## config.mk

```make
export PLATFORM = sky130hd
export DESIGN_NAME = life_array_grid_flat
export DESIGN_NICKNAME = d
export VERILOG_FILES = /design/src/rtl/life_array_grid_if.sv /design/src/rtl/life_array_grid.sv /design/src/flat_wrapper.sv
export SDC_FILE = /design/constraint.sdc
export NUM_CORES = 1
export LEC_CHECK = 0
export BUFFER_PORTS_ARGS = -buffer_cell sky130_fd_sc_hd__buf_2
export CAP_MARGIN = 20
export CORE_MARGIN = 2
export CORE_UTILIZATION = 45
export CTS_CLUSTER_DIAMETER = 40
export DETAILED_ROUTE_END_ITERATION = 7
export GPL_TIMING_DRIVEN = 0
export SLEW_MARGIN = 10
export SYNTH_ARGS = -nofsm -noshare
export SYNTH_HDL_FRONTEND = slang
export SYNTH_SLANG_ARGS = --single-unit
export TNS_END_PERCENT = 50
```

## constraint.sdc

```tcl
create_clock -name clk -period 6.4 [get_ports clk]
set_input_delay 0.64 -clock clk [delete_from_list [all_inputs] [get_ports clk]]
set_output_delay 0.64 -clock clk [all_outputs]
set_load 0.01 [all_outputs]
```

## src/rtl/life_array_grid_if.sv

```systemverilog
// Control, edge-neighbour and status bundle for the life_array_grid cell array.
interface life_array_grid_if #(
  parameter int unsigned ROWS  = 8,
  parameter int unsigned COLS  = 8,
  parameter int unsigned GEN_W = 16
);
  logic [ROWS*COLS-1:0] val;
  logic                 write_enb;
  logic                 step;
  logic [COLS-1:0]      n;
  logic [COLS-1:0]      s;
  logic [ROWS-1:0]      w;
  logic [ROWS-1:0]      e;
  logic                 nw;
  logic                 ne;
  logic                 se;
  logic                 sw;
  logic [ROWS*COLS-1:0] alive;
  logic [GEN_W-1:0]     generation;
  logic                 extinct;
  logic                 still;
  logic                 period2;

  modport master (
    output val, write_enb, step, n, s, w, e, nw, ne, se, sw,
    input  alive, generation, extinct, still, period2
  );

  modport slave (
    input  val, write_enb, step, n, s, w, e, nw, ne, se, sw,
    output alive, generation, extinct, still, period2
  );
endinterface

```

## src/rtl/life_array_grid.sv

```systemverilog
// ROWS x COLS synchronous Game-of-Life grid with parallel load, edge-triggered
// single-generation stepping, edge-port or toroidal boundary, and status flags.
module life_array_grid #(
  parameter int unsigned ROWS  = 8,
  parameter int unsigned COLS  = 8,
  parameter int unsigned WRAP  = 0,
  parameter int unsigned GEN_W = 16
) (
  input  logic                 clk,
  input  logic                 reset,
  life_array_grid_if.slave     bus
);
  localparam int unsigned CELLS = ROWS * COLS;

  logic [CELLS-1:0] alive_q;
  logic [CELLS-1:0] prev1_q;
  logic [GEN_W-1:0] gen_q;
  logic             extinct_q;
  logic             still_q;
  logic             period2_q;
  logic             step_q;

  logic             step_edge;
  logic [CELLS-1:0] next_grid;
  logic             pad [ROWS+2][COLS+2];
  logic [3:0]       cnt;

  assign step_edge = bus.step & ~step_q;

  // Grid framed by one ring of neighbour sources, then the per-cell rule.
  always_comb begin
    for (int unsigned r = 0; r < ROWS + 2; r++) begin
      for (int unsigned c = 0; c < COLS + 2; c++) begin
        pad[r][c] = 1'b0;
      end
    end
    next_grid = '0;
    cnt       = '0;

    for (int unsigned r = 0; r < ROWS; r++) begin
      for (int unsigned c = 0; c < COLS; c++) begin
        pad[r+1][c+1] = alive_q[COLS*r+c];
      end
    end

    for (int unsigned c = 0; c < COLS; c++) begin
      pad[0][c+1]      = (WRAP != 0) ? alive_q[COLS*(ROWS-1)+c] : bus.n[c];
      pad[ROWS+1][c+1] = (WRAP != 0) ? alive_q[c]               : bus.s[c];
    end
    for (int unsigned r = 0; r < ROWS; r++) begin
      pad[r+1][0]      = (WRAP != 0) ? alive_q[COLS*r+COLS-1] : bus.w[r];
      pad[r+1][COLS+1] = (WRAP != 0) ? alive_q[COLS*r]        : bus.e[r];
    end
    pad[0][0]           = (WRAP != 0) ? alive_q[CELLS-1]         : bus.nw;
    pad[0][COLS+1]      = (WRAP != 0) ? alive_q[COLS*(ROWS-1)]   : bus.ne;
    pad[ROWS+1][0]      = (WRAP != 0) ? alive_q[COLS-1]          : bus.sw;
    pad[ROWS+1][COLS+1] = (WRAP != 0) ? alive_q[0]               : bus.se;

    for (int unsigned r = 0; r < ROWS; r++) begin
      for (int unsigned c = 0; c < COLS; c++) begin
        cnt = '0;
        for (int unsigned i = 0; i < 3; i++) begin
          for (int unsigned j = 0; j < 3; j++) begin
            if (!(i == 1 && j == 1)) begin
              cnt = cnt + 4'(pad[r+i][c+j]);
            end
          end
        end
        next_grid[COLS*r+c] = (cnt == 4'd3) | (alive_q[COLS*r+c] & (cnt == 4'd2));
      end
    end
  end

  // Priority: reset, then load, then a single step per rising edge of step.
  always_ff @(posedge clk) begin
    if (reset) begin
      alive_q   <= '0;
      prev1_q   <= '0;
      gen_q     <= '0;
      extinct_q <= 1'b1;
      still_q   <= 1'b0;
      period2_q <= 1'b0;
      step_q    <= 1'b1;
    end else begin
      step_q <= bus.step;
      if (bus.write_enb) begin
        alive_q   <= bus.val;
        prev1_q   <= bus.val;
        gen_q     <= '0;
        extinct_q <= (bus.val == '0);
        still_q   <= 1'b0;
        period2_q <= 1'b0;
      end else if (step_edge) begin
        alive_q   <= next_grid;
        prev1_q   <= alive_q;
        gen_q     <= gen_q + GEN_W'(1);
        extinct_q <= (next_grid == '0);
        still_q   <= (next_grid == alive_q);
        period2_q <= (next_grid == prev1_q) & (next_grid != alive_q);
      end
    end
  end

  assign bus.alive      = alive_q;
  assign bus.generation = gen_q;
  assign bus.extinct    = extinct_q;
  assign bus.still      = still_q;
  assign bus.period2    = period2_q;
endmodule

```

## src/flat_wrapper.sv

```systemverilog
// flat-port wrapper written by rule: the top's interface ports become plain ports
module life_array_grid_flat 
#(
  parameter int unsigned ROWS  = 8,
  parameter int unsigned COLS  = 8,
  parameter int unsigned WRAP  = 0,
  parameter int unsigned GEN_W = 16
)
  (clk, reset, bus_val, bus_write_enb, bus_step, bus_n, bus_s, bus_w, bus_e, bus_nw, bus_ne, bus_se, bus_sw, bus_alive, bus_generation, bus_extinct, bus_still, bus_period2);
  life_array_grid_if #(.ROWS(ROWS), .COLS(COLS), .GEN_W(GEN_W)) bus_i ();
  input  logic clk;
  input  logic reset;
  input wire logic [$bits(bus_i.val)-1:0] bus_val;
  input wire logic [$bits(bus_i.write_enb)-1:0] bus_write_enb;
  input wire logic [$bits(bus_i.step)-1:0] bus_step;
  input wire logic [$bits(bus_i.n)-1:0] bus_n;
  input wire logic [$bits(bus_i.s)-1:0] bus_s;
  input wire logic [$bits(bus_i.w)-1:0] bus_w;
  input wire logic [$bits(bus_i.e)-1:0] bus_e;
  input wire logic [$bits(bus_i.nw)-1:0] bus_nw;
  input wire logic [$bits(bus_i.ne)-1:0] bus_ne;
  input wire logic [$bits(bus_i.se)-1:0] bus_se;
  input wire logic [$bits(bus_i.sw)-1:0] bus_sw;
  output wire logic [$bits(bus_i.alive)-1:0] bus_alive;
  output wire logic [$bits(bus_i.generation)-1:0] bus_generation;
  output wire logic [$bits(bus_i.extinct)-1:0] bus_extinct;
  output wire logic [$bits(bus_i.still)-1:0] bus_still;
  output wire logic [$bits(bus_i.period2)-1:0] bus_period2;
  assign bus_i.val = bus_val;
  assign bus_i.write_enb = bus_write_enb;
  assign bus_i.step = bus_step;
  assign bus_i.n = bus_n;
  assign bus_i.s = bus_s;
  assign bus_i.w = bus_w;
  assign bus_i.e = bus_e;
  assign bus_i.nw = bus_nw;
  assign bus_i.ne = bus_ne;
  assign bus_i.se = bus_se;
  assign bus_i.sw = bus_sw;
  assign bus_alive = bus_i.alive;
  assign bus_generation = bus_i.generation;
  assign bus_extinct = bus_i.extinct;
  assign bus_still = bus_i.still;
  assign bus_period2 = bus_i.period2;
  life_array_grid #(.ROWS(ROWS), .COLS(COLS), .WRAP(WRAP), .GEN_W(GEN_W)) u_core (.clk(clk), .reset(reset), .bus(bus_i));
endmodule
```

# ---- Yosys cells after proc, flatten, opt, wreduce, memory -nomap -nowiden
# Cells that the tools add are included.
dict set report totals {
  output_inout_bits 83
  elab_cells 728
  reg_bits 148
  in_bits 104
}
dict set report op_classes {
  mux 6
  n_bitwise 131
  addsub 449
  n_eq_ne 131
  n_reduce_logical 4
}
# op n
set op_table {}
lappend op_table {{$add A4 B1 Y4} 384}
lappend op_table {{$eq A4 B2 Y1 const B} 128}
lappend op_table {{$mux W64} 4}
lappend op_table {{$add A1 B1 Y2} 64}
lappend op_table {{$eq A64 B64 Y1} 2}
lappend op_table {{$logic_not A64 Y1} 2}
lappend op_table {{$and A1 B1 Y1} 66}
lappend op_table {{$ne A64 B64 Y1} 1}
lappend op_table {{$or A1 B1 Y1} 64}
lappend op_table {{$add A16 B1 Y16 const B} 1}
lappend op_table {{$mux W1} 2}
lappend op_table {{$reduce_bool A2 Y1} 1}
lappend op_table {{$reduce_or A2 Y1} 1}
lappend op_table {{$not A1 Y1} 1}

# ---- Logic depth before layout (Yosys ltp)
# Gate-level depths: netlist of run 1.
dict set report depth {
  ltp_word 13
  ltp_mapped 16
  mapped_depth_nobuf 16
}

# ---- Worst setup path before layout of run 1
# No wires, ideal clock.
dict set report synth_timing {
  path_kind {reg2reg}
  from {register u_core.alive_q[41], in the netlist u_core.bus.alive[41]}
  to {register u_core.still_q, in the netlist u_core.bus.still}
  path_slack_ps 1810
  t_arrival_ps 4531
  path_stages_with_launch 17
  path_buffers 0
  path_cell_list {dfxtp_1 ha_1 inv_1 fa_1 fa_1 inv_1 fa_1 inv_1 fa_1 a21o_2 a221oi_2 nand4_1 a2111oi_2 nand4_1 or4_4 nor3_2 o21ba_1}
}
dict set report synth_between {
  elab_chain_cells 11
  word_cells_on_any_way 70
  cone_classes {35 x add/sub; 17 x eq/ne; 18 x bitwise}
}
# item line
set synth_rtl {}
lappend synth_rtl {{start, declared} life_array_grid.sv:15} ;# logic [CELLS-1:0] alive_q;
lappend synth_rtl {{start signal, assigned} life_array_grid.sv:87} ;# alive_q <= bus.val;
lappend synth_rtl {{start signal, assigned} life_array_grid.sv:94} ;# alive_q <= next_grid;
lappend synth_rtl {{$add A1 B1 Y2} life_array_grid.sv:65} ;# cnt = cnt + 4'(pad[r+i][c+j]);
lappend synth_rtl {{$add A4 B1 Y4 (6 in series)} life_array_grid.sv:65}
lappend synth_rtl {{$eq A4 B2 Y1} life_array_grid.sv:69} ;# next_grid[COLS*r+c] = (cnt == 4'd3) | (alive_q[COLS*r+c] & (cnt == 4'd2));
lappend synth_rtl {{$and A1 B1 Y1} life_array_grid.sv:69}
lappend synth_rtl {{$or A1 B1 Y1} life_array_grid.sv:69}
lappend synth_rtl {{$eq A64 B64 Y1 (*)} life_array_grid.sv:98} ;# still_q <= (next_grid == alive_q);
lappend synth_rtl {{end signal, assigned} life_array_grid.sv:98}
lappend synth_rtl {{end, declared} life_array_grid.sv:19} ;# logic still_q;
# Every way passes the cells marked *; elsewhere a longest branch is shown, timed or not.
# A chain may end at the register's enable or synchronous reset.

# ---- Worst setup path in the final report of run 1
dict set report layout_timing {
  from {register u_core.alive_q[21], in the netlist u_core.bus.alive[21]}
  to {register u_core.still_q, in the netlist u_core.bus.still}
}
# Same word-level chain as after synthesis.

==> results of run 1 <==
-- stage by stage --
step                hold WS (ps)  instances  cell area (um2)  worst slack, ps
floorplan                  461.2       2427            20200             1810
global placement           475.4       3204            21860           -29.72
detailed placement         484.4       3208            21930            532.7
CTS                        408.8       3240            22570            497.7
global route               408.0       3240            22570            281.0
finish                     416.6       3241            22570            427.5
-- worst max-delay path, stage by stage (launching register included) --
cell and delay, ps:
dfxtp_1 780, inv_1 390, fa_1 580, fa_1 490, inv_1 50, fa_1 410
inv_1 90, fa_1 470, or3b_1 370, o311ai_1 130, o21ai_0 370, a2111oi_0 780
nand4_1 170, or4_4 550, nor3_2 150, o21ba_1 130
-- Yosys cell counts (all sizes together), types with 4 or more instances --
master,n
inv,543
fa,256
nor2,218
ha,193
a21oi,155
dfxtp,148
nand2,122
o21a,63
nor2b,57
nor4,57
a31oi,56
clkbuf,54
xor2,54
o21ai,47
nor3,45
mux2i,35
a211oi,31
nand4,26
nor4b,23
a21boi,21
nor3b,19
xnor2,19
o21bai,16
a211o,14
nand3,14
or4,11
nand2b,10
a2111oi,9
o22ai,9
o31a,8
buf,7
o31ai,6
or3,6
or3b,6
a22oi,5
and3,5
and4b,5
and2,4
nand4b,4
-- layout make-up --
| type | instances | area share, % |
|---|---|---|
| Antenna cell | 1 | 0.01109 |
| Buffer | 61 | 1.175 |
| Clock buffer | 19 | 1.963 |
| Clock inverter | 13 | 0.8704 |
| Inverter | 543 | 9.031 |
| Multi-Input combinational cell | 1675 | 66.34 |
| Sequential cell | 148 | 13.13 |
| Tap cell | 592 | 3.282 |
| Timing Repair Buffer | 189 | 4.197 |
-- kinds of logic after synthesis --
family | Yosys count | share of synthesized area [%]
flip-flops | 148 | 14.67
multiplexers | 37 | 1.846
AO/OA/AOI/OAI | 469 | 15.10
AND/OR/NAND/NOR | 647 | 16.49
buffers and inverters | 604 | 11.40
adder cells (fa/ha/maj) | 449 | 37.33
XOR/XNOR | 73 | 3.165
-- worst min-delay path by stage --
| stage | to |
|---|---|
| after global routing | u_core.step_q$_SDFF_PP1_ |
| after detailed placement | u_core.prev1_q[30]$_SDFFE_PP0P_ |
| after global placement | u_core.prev1_q[21]$_SDFFE_PP0P_ |
| after floorplan | u_core.prev1_q[15]$_SDFFE_PP0P_ |
| after CTS | u_core.step_q$_SDFF_PP1_ |
| final | u_core.step_q$_SDFF_PP1_ |
-- sequential cells by signal, summed over array words and instances (netlist names) --
signal and cells:
u_core.bus.generation 16, u_core.bus.still 1, u_core.step_q 1, u_core.prev1_q 64
u_core.bus.extinct 1, u_core.bus.alive 64, u_core.bus.period2 1
-- power groups by stage --
stage          clock network, mW  logic [mW]  registers (mW)
3_5_place_dp                   0        4.34            1.16
4_1_cts                     1.15        4.38            1.14
5_1_grt                     1.20        4.85            1.15
3_3_place_gp                   0        4.19            1.16
6_report                    1.17        4.48            1.14
2_1_floorplan                  0        2.77            1.12
-- layer usage --
| layer | global-route usage [%] | up-vias | part of all wire (%) |
|---|---|---|---|
| met5 | 0 | - | 0.059 |
| met4 | 16.76 | 8 | 5.2 |
| met3 | 6.596 | 194 | 8.3 |
| met2 | 57.28 | 850 | 44 |
| met1 | 49.74 | 9513 | 42 |
| li1 | - | 8421 | - |
==> impl_metrics.ini, run 1 <==
[global_routing]
track_usage_pct = 36.76
grt_pass1_wl_mm = 123.7
grt_pass1_vias = 18607
grt_max_degree = 17
antenna_found_initial = 6
grt.overflow.total = 0

[clocking]
clock-sinks = 148
cts_buffers = 17
cts.path.max_buffers = 2
path_clk_slew_ps = 70
cts_tree = built
clock_latency_ps = 460
cts-root-buf = clkbuf_16
postCtsHoldBufs = 0
h-tree-depth = 4
cts_resized = 0
postCtsSetupRepairBufs = 0

[sta]
fmax_mhz = 167.4
worst_slew_pin_slew_ps = 1189
slew_headroom_pct = 20.11
fin_crit_ps = 5973
tns_ps = 0
setup_viol = 0
finalHoldViolations = 0
rsz0062_at_grt = false
drv_slew = 0
post-route-period-util_pct = 93.32
finalClockSkew_ps = 20.79

[synthesis]
ys_warn_count = 0
netlist_area_um2 = 20200
syn-num-nets = 2980
synth_edf_count = 0
synth_area_leaders = fa_1, dfxtp_1, ha_1
synth_top_area_cell = fa_1
synth-async-reset-ratio_pct = 0
ys_seq_area_share_pct = 14.67
avgSynthCellArea_um2 = 8.322
synthCells = 2427
synth_seq_cells = 148
netlist.area_leader.share_pct = 25.37
synthFlopType = dfxtp_1
ys_types = 80

[floorplanning]
die_h_um = 215.9
start_util_pct = 45.68
num_io_pins = 187
fp-row-count = 77
die_w_um = 215.9
design.core.area_um2 = 44220
dieArea_um2 = 46600

[setup_path]
worstPathRequired_ps = 6800
cp-endpoint = u_core.bus.still$_SDFFE_PP0P_
end_kind = flip-flop
critPathKind = flip-flop to flip-flop
reg2reg_depth = 15
reg2reg_to = u_core.bus.still$_SDFFE_PP0P_
r2r_start = u_core.bus.alive[21]$_SDFFE_PP0P_
critPathLaunch = u_core.bus.alive[21]$_SDFFE_PP0P_
cp_max_fo = 12
crit_path_start_kind = flip-flop
crit_arrival_ps = 6380
reg2reg_slack_ps = 430

[worst_hold_path]
worstHoldStart = bus_step
holdCritPathClass = primary input to flip-flop
hold-path-cell-count = 2

[routing]
detail-route-antenna-nets = 0
vias_per_cell = 5.858
num_vias = 18986
wl_per_cell_um = 26.28
remaining_drc_errors = 0
drtIter0Drc = 1946
drt_pass1_iterations = 5
drt-total-wl_mm = 85.17

[pwr]
power_frac_comb_pct = 66.0
p_sw_share_pct = 52.08
power.total_mw = 6.796
p_per_area_nw_per_um2 = 301.1
power_frac_seq_pct = 16.8
pwr-share-clk_pct = 17.3
peakVddDrop_uv = 166.0
internal_power_mw = 3.256
p_leak_nw = 11.09
netSwitchingPower_mw = 3.540

[cells_and_area]
layout.cells.most_common_list = inv_1, fa_1, nor2_1, ha_1, buf_2
nets = 3188
final_common_cell = inv_1
num-fill-cells = 4260
drive_above_1_share_pct = 9.403
multi_input_area_um2 = 14970
register_area_um2 = 2963
syn_to_final_growth_pct = 11.73
utilization_pct = 51.03

[placement]
post-dp-hpwl_mm = 70.93
io_buffers = 185
gp_congestion = 1.042

[job]
cap_viol_max_count = 0

[status]
status = finished, final reports clean
(Power assumes the default switching activity.)
==> inputs of run 2 (changes only) <==
- clock period: 6.4 -> 6.1 ns (I/O delays scaled with it)
==> impl_metrics.ini, run 2 (same netlist as run 1, synthesis figures left out) <==
[status]
status = finished, final reports clean

[worst_hold_path]
hold-path-cell-count = 2
hold_end = u_core.step_q$_SDFF_PP1_
worstHoldStart = bus_step
holdCritPathClass = primary input to flip-flop

[global_routing]
track_usage_pct = 36.76
antenna_found_initial = 6
grt_pass1_vias = 18607
grt_max_degree = 17
grt.overflow.total = 0
grt_pass1_wl_mm = 123.7

[clocking]
h-tree-depth = 4
cts_tree = built
clock_latency_ps = 460
cts_buffers = 17
cts.path.max_buffers = 2
postCtsSetupRepairBufs = 0
path_clk_slew_ps = 80
cts-root-buf = clkbuf_16
postCtsHoldBufs = 0
clock-sinks = 148

[routing]
drt_pass1_iterations = 8
remaining_drc_errors = 0
detail-route-antenna-nets = 0
drt-total-wl_mm = 85.17
num_vias = 19079
drtIter0Drc = 1946
wl_per_cell_um = 26.28
vias_per_cell = 5.887

[cells_and_area]
nets = 3188
num-fill-cells = 4262
drive_above_1_share_pct = 9.403
syn_to_final_growth_pct = 11.74
final_common_cell = inv_1
layout.cells.most_common_list = inv_1, fa_1, nor2_1, ha_1, buf_2

[sta]
rsz0062_at_grt = false
fin_crit_ps = 5842
finalClockSkew_ps = 18.98
drv_slew = 0
fmax_mhz = 171.2
hold_slack_ps = 381.8
slew_headroom_pct = 20.04
post-route-period-util_pct = 95.77
finalHoldViolations = 0
setup_viol = 0
worst_slew_pin_slew_ps = 1199
tns_ps = 0

[pwr]
p_leak_nw = 11.09
p_per_area_nw_per_um2 = 316.0
peakVddDrop_uv = 173.1

[floorplanning]
fp-row-count = 77
start_util_pct = 45.68
design.core.area_um2 = 44220
num_io_pins = 187
die_w_um = 215.9
dieArea_um2 = 46600
die_h_um = 215.9

[setup_path]
reg2reg_depth = 15
critPathKind = flip-flop to flip-flop
reg2reg_to = u_core.bus.still$_SDFFE_PP0P_
crit_path_start_kind = flip-flop
reg2reg_slack_ps = 260
r2r_start = u_core.bus.alive[11]$_SDFFE_PP0P_
cp_max_fo = 10
end_kind = flip-flop
worstPathRequired_ps = 6510
crit_arrival_ps = 6250

[placement]
io_buffers = 185
gp_congestion = 1.042
post-dp-hpwl_mm = 70.93

[job]
cap_viol_max_count = 0
run 2: cell counts in the layout (fill, tap and decap cells not counted):
No cell type changed its count.
run 2: routing by layer:
metal / global-route usage [%] / wire [um] / share of wire [%] / up-vias
met5: 0 / 50 / 0.059 / -
met4: 16.76 / 4524 / 5.3 / 8
met1: 49.74 / 35750 / 42 / 9552
met2: 57.28 / 37520 / 44 / 896
li1: - / - / - / 8419
met3: 6.596 / 7318 / 8.6 / 204
run 2: metrics by stage:
stage               cell area, um2  std cells  setup slack [ps]  power, mW  util (%)
floorplan                    20200       2427              1510      4.075         -
global placement             21860       3204            -329.7      5.608     49.44
detailed placement           21930       3208             232.7      5.769     49.58
CTS                          22570       3240             197.7      6.999     51.03
global route                 22570       3240             99.93      7.554     51.03
finish                       22570       3241             258.0      7.133     51.04
run 2: critical path, stage by stage, from the launching register on:
cell and delay [ps]:
dfxtp_1 710, inv_1 380, fa_1 560, fa_1 490, inv_1 50, fa_1 390, inv_1 90, fa_1 420
nor3b_1 260, a31oi_2 130, mux2i_1 260, nor4_1 990, nand4_1 180, or4_4 590, nor3_2 140, o21ba_1 130
run 2: final cells by class:
cell class	count	area [um2]	area share (%)
Multi-Input combinational cell	1675	14970	66.34
Sequential cell	148	2963	13.13
Inverter	543	2038	9.031
Timing Repair Buffer	189	947.2	4.197
Tap cell	592	740.7	3.282
Clock buffer	19	442.9	1.963
Buffer	61	265.3	1.175
Clock inverter	13	196.4	0.8704
Antenna cell	1	2.502	0.01109
run 2: worst max path at each step:
stage                                                 start                               to  slack (ps)  cells after the start
after floorplan           u_core.bus.alive[41]$_SDFFE_PP0P_    u_core.bus.still$_SDFFE_PP0P_        1510                     16
after global placement    u_core.bus.alive[35]$_SDFFE_PP0P_  u_core.bus.period2$_SDFFE_PP0P_        -330                     14
after detailed placement  u_core.bus.alive[21]$_SDFFE_PP0P_    u_core.bus.still$_SDFFE_PP0P_         230                     15
after CTS                 u_core.bus.alive[21]$_SDFFE_PP0P_    u_core.bus.still$_SDFFE_PP0P_         200                     15
after global routing      u_core.bus.alive[21]$_SDFFE_PP0P_  u_core.bus.period2$_SDFFE_PP0P_         100                     15
final                     u_core.bus.alive[11]$_SDFFE_PP0P_    u_core.bus.still$_SDFFE_PP0P_         260                     15
run 2: report_power, final:
group          internal, mW  leakage (nW)  switching [mW]
clock                 0.704         0.305           0.526
sequential             1.03          1.23           0.163
combinational          1.68          9.56            3.03
total                  3.42          11.1            3.72
run 2: repair_timing:
item,in CTS,in global routing
endpoints found under the setup margin,0,1
endpoints found under the hold margin,0,0
gates resized for setup,0,1
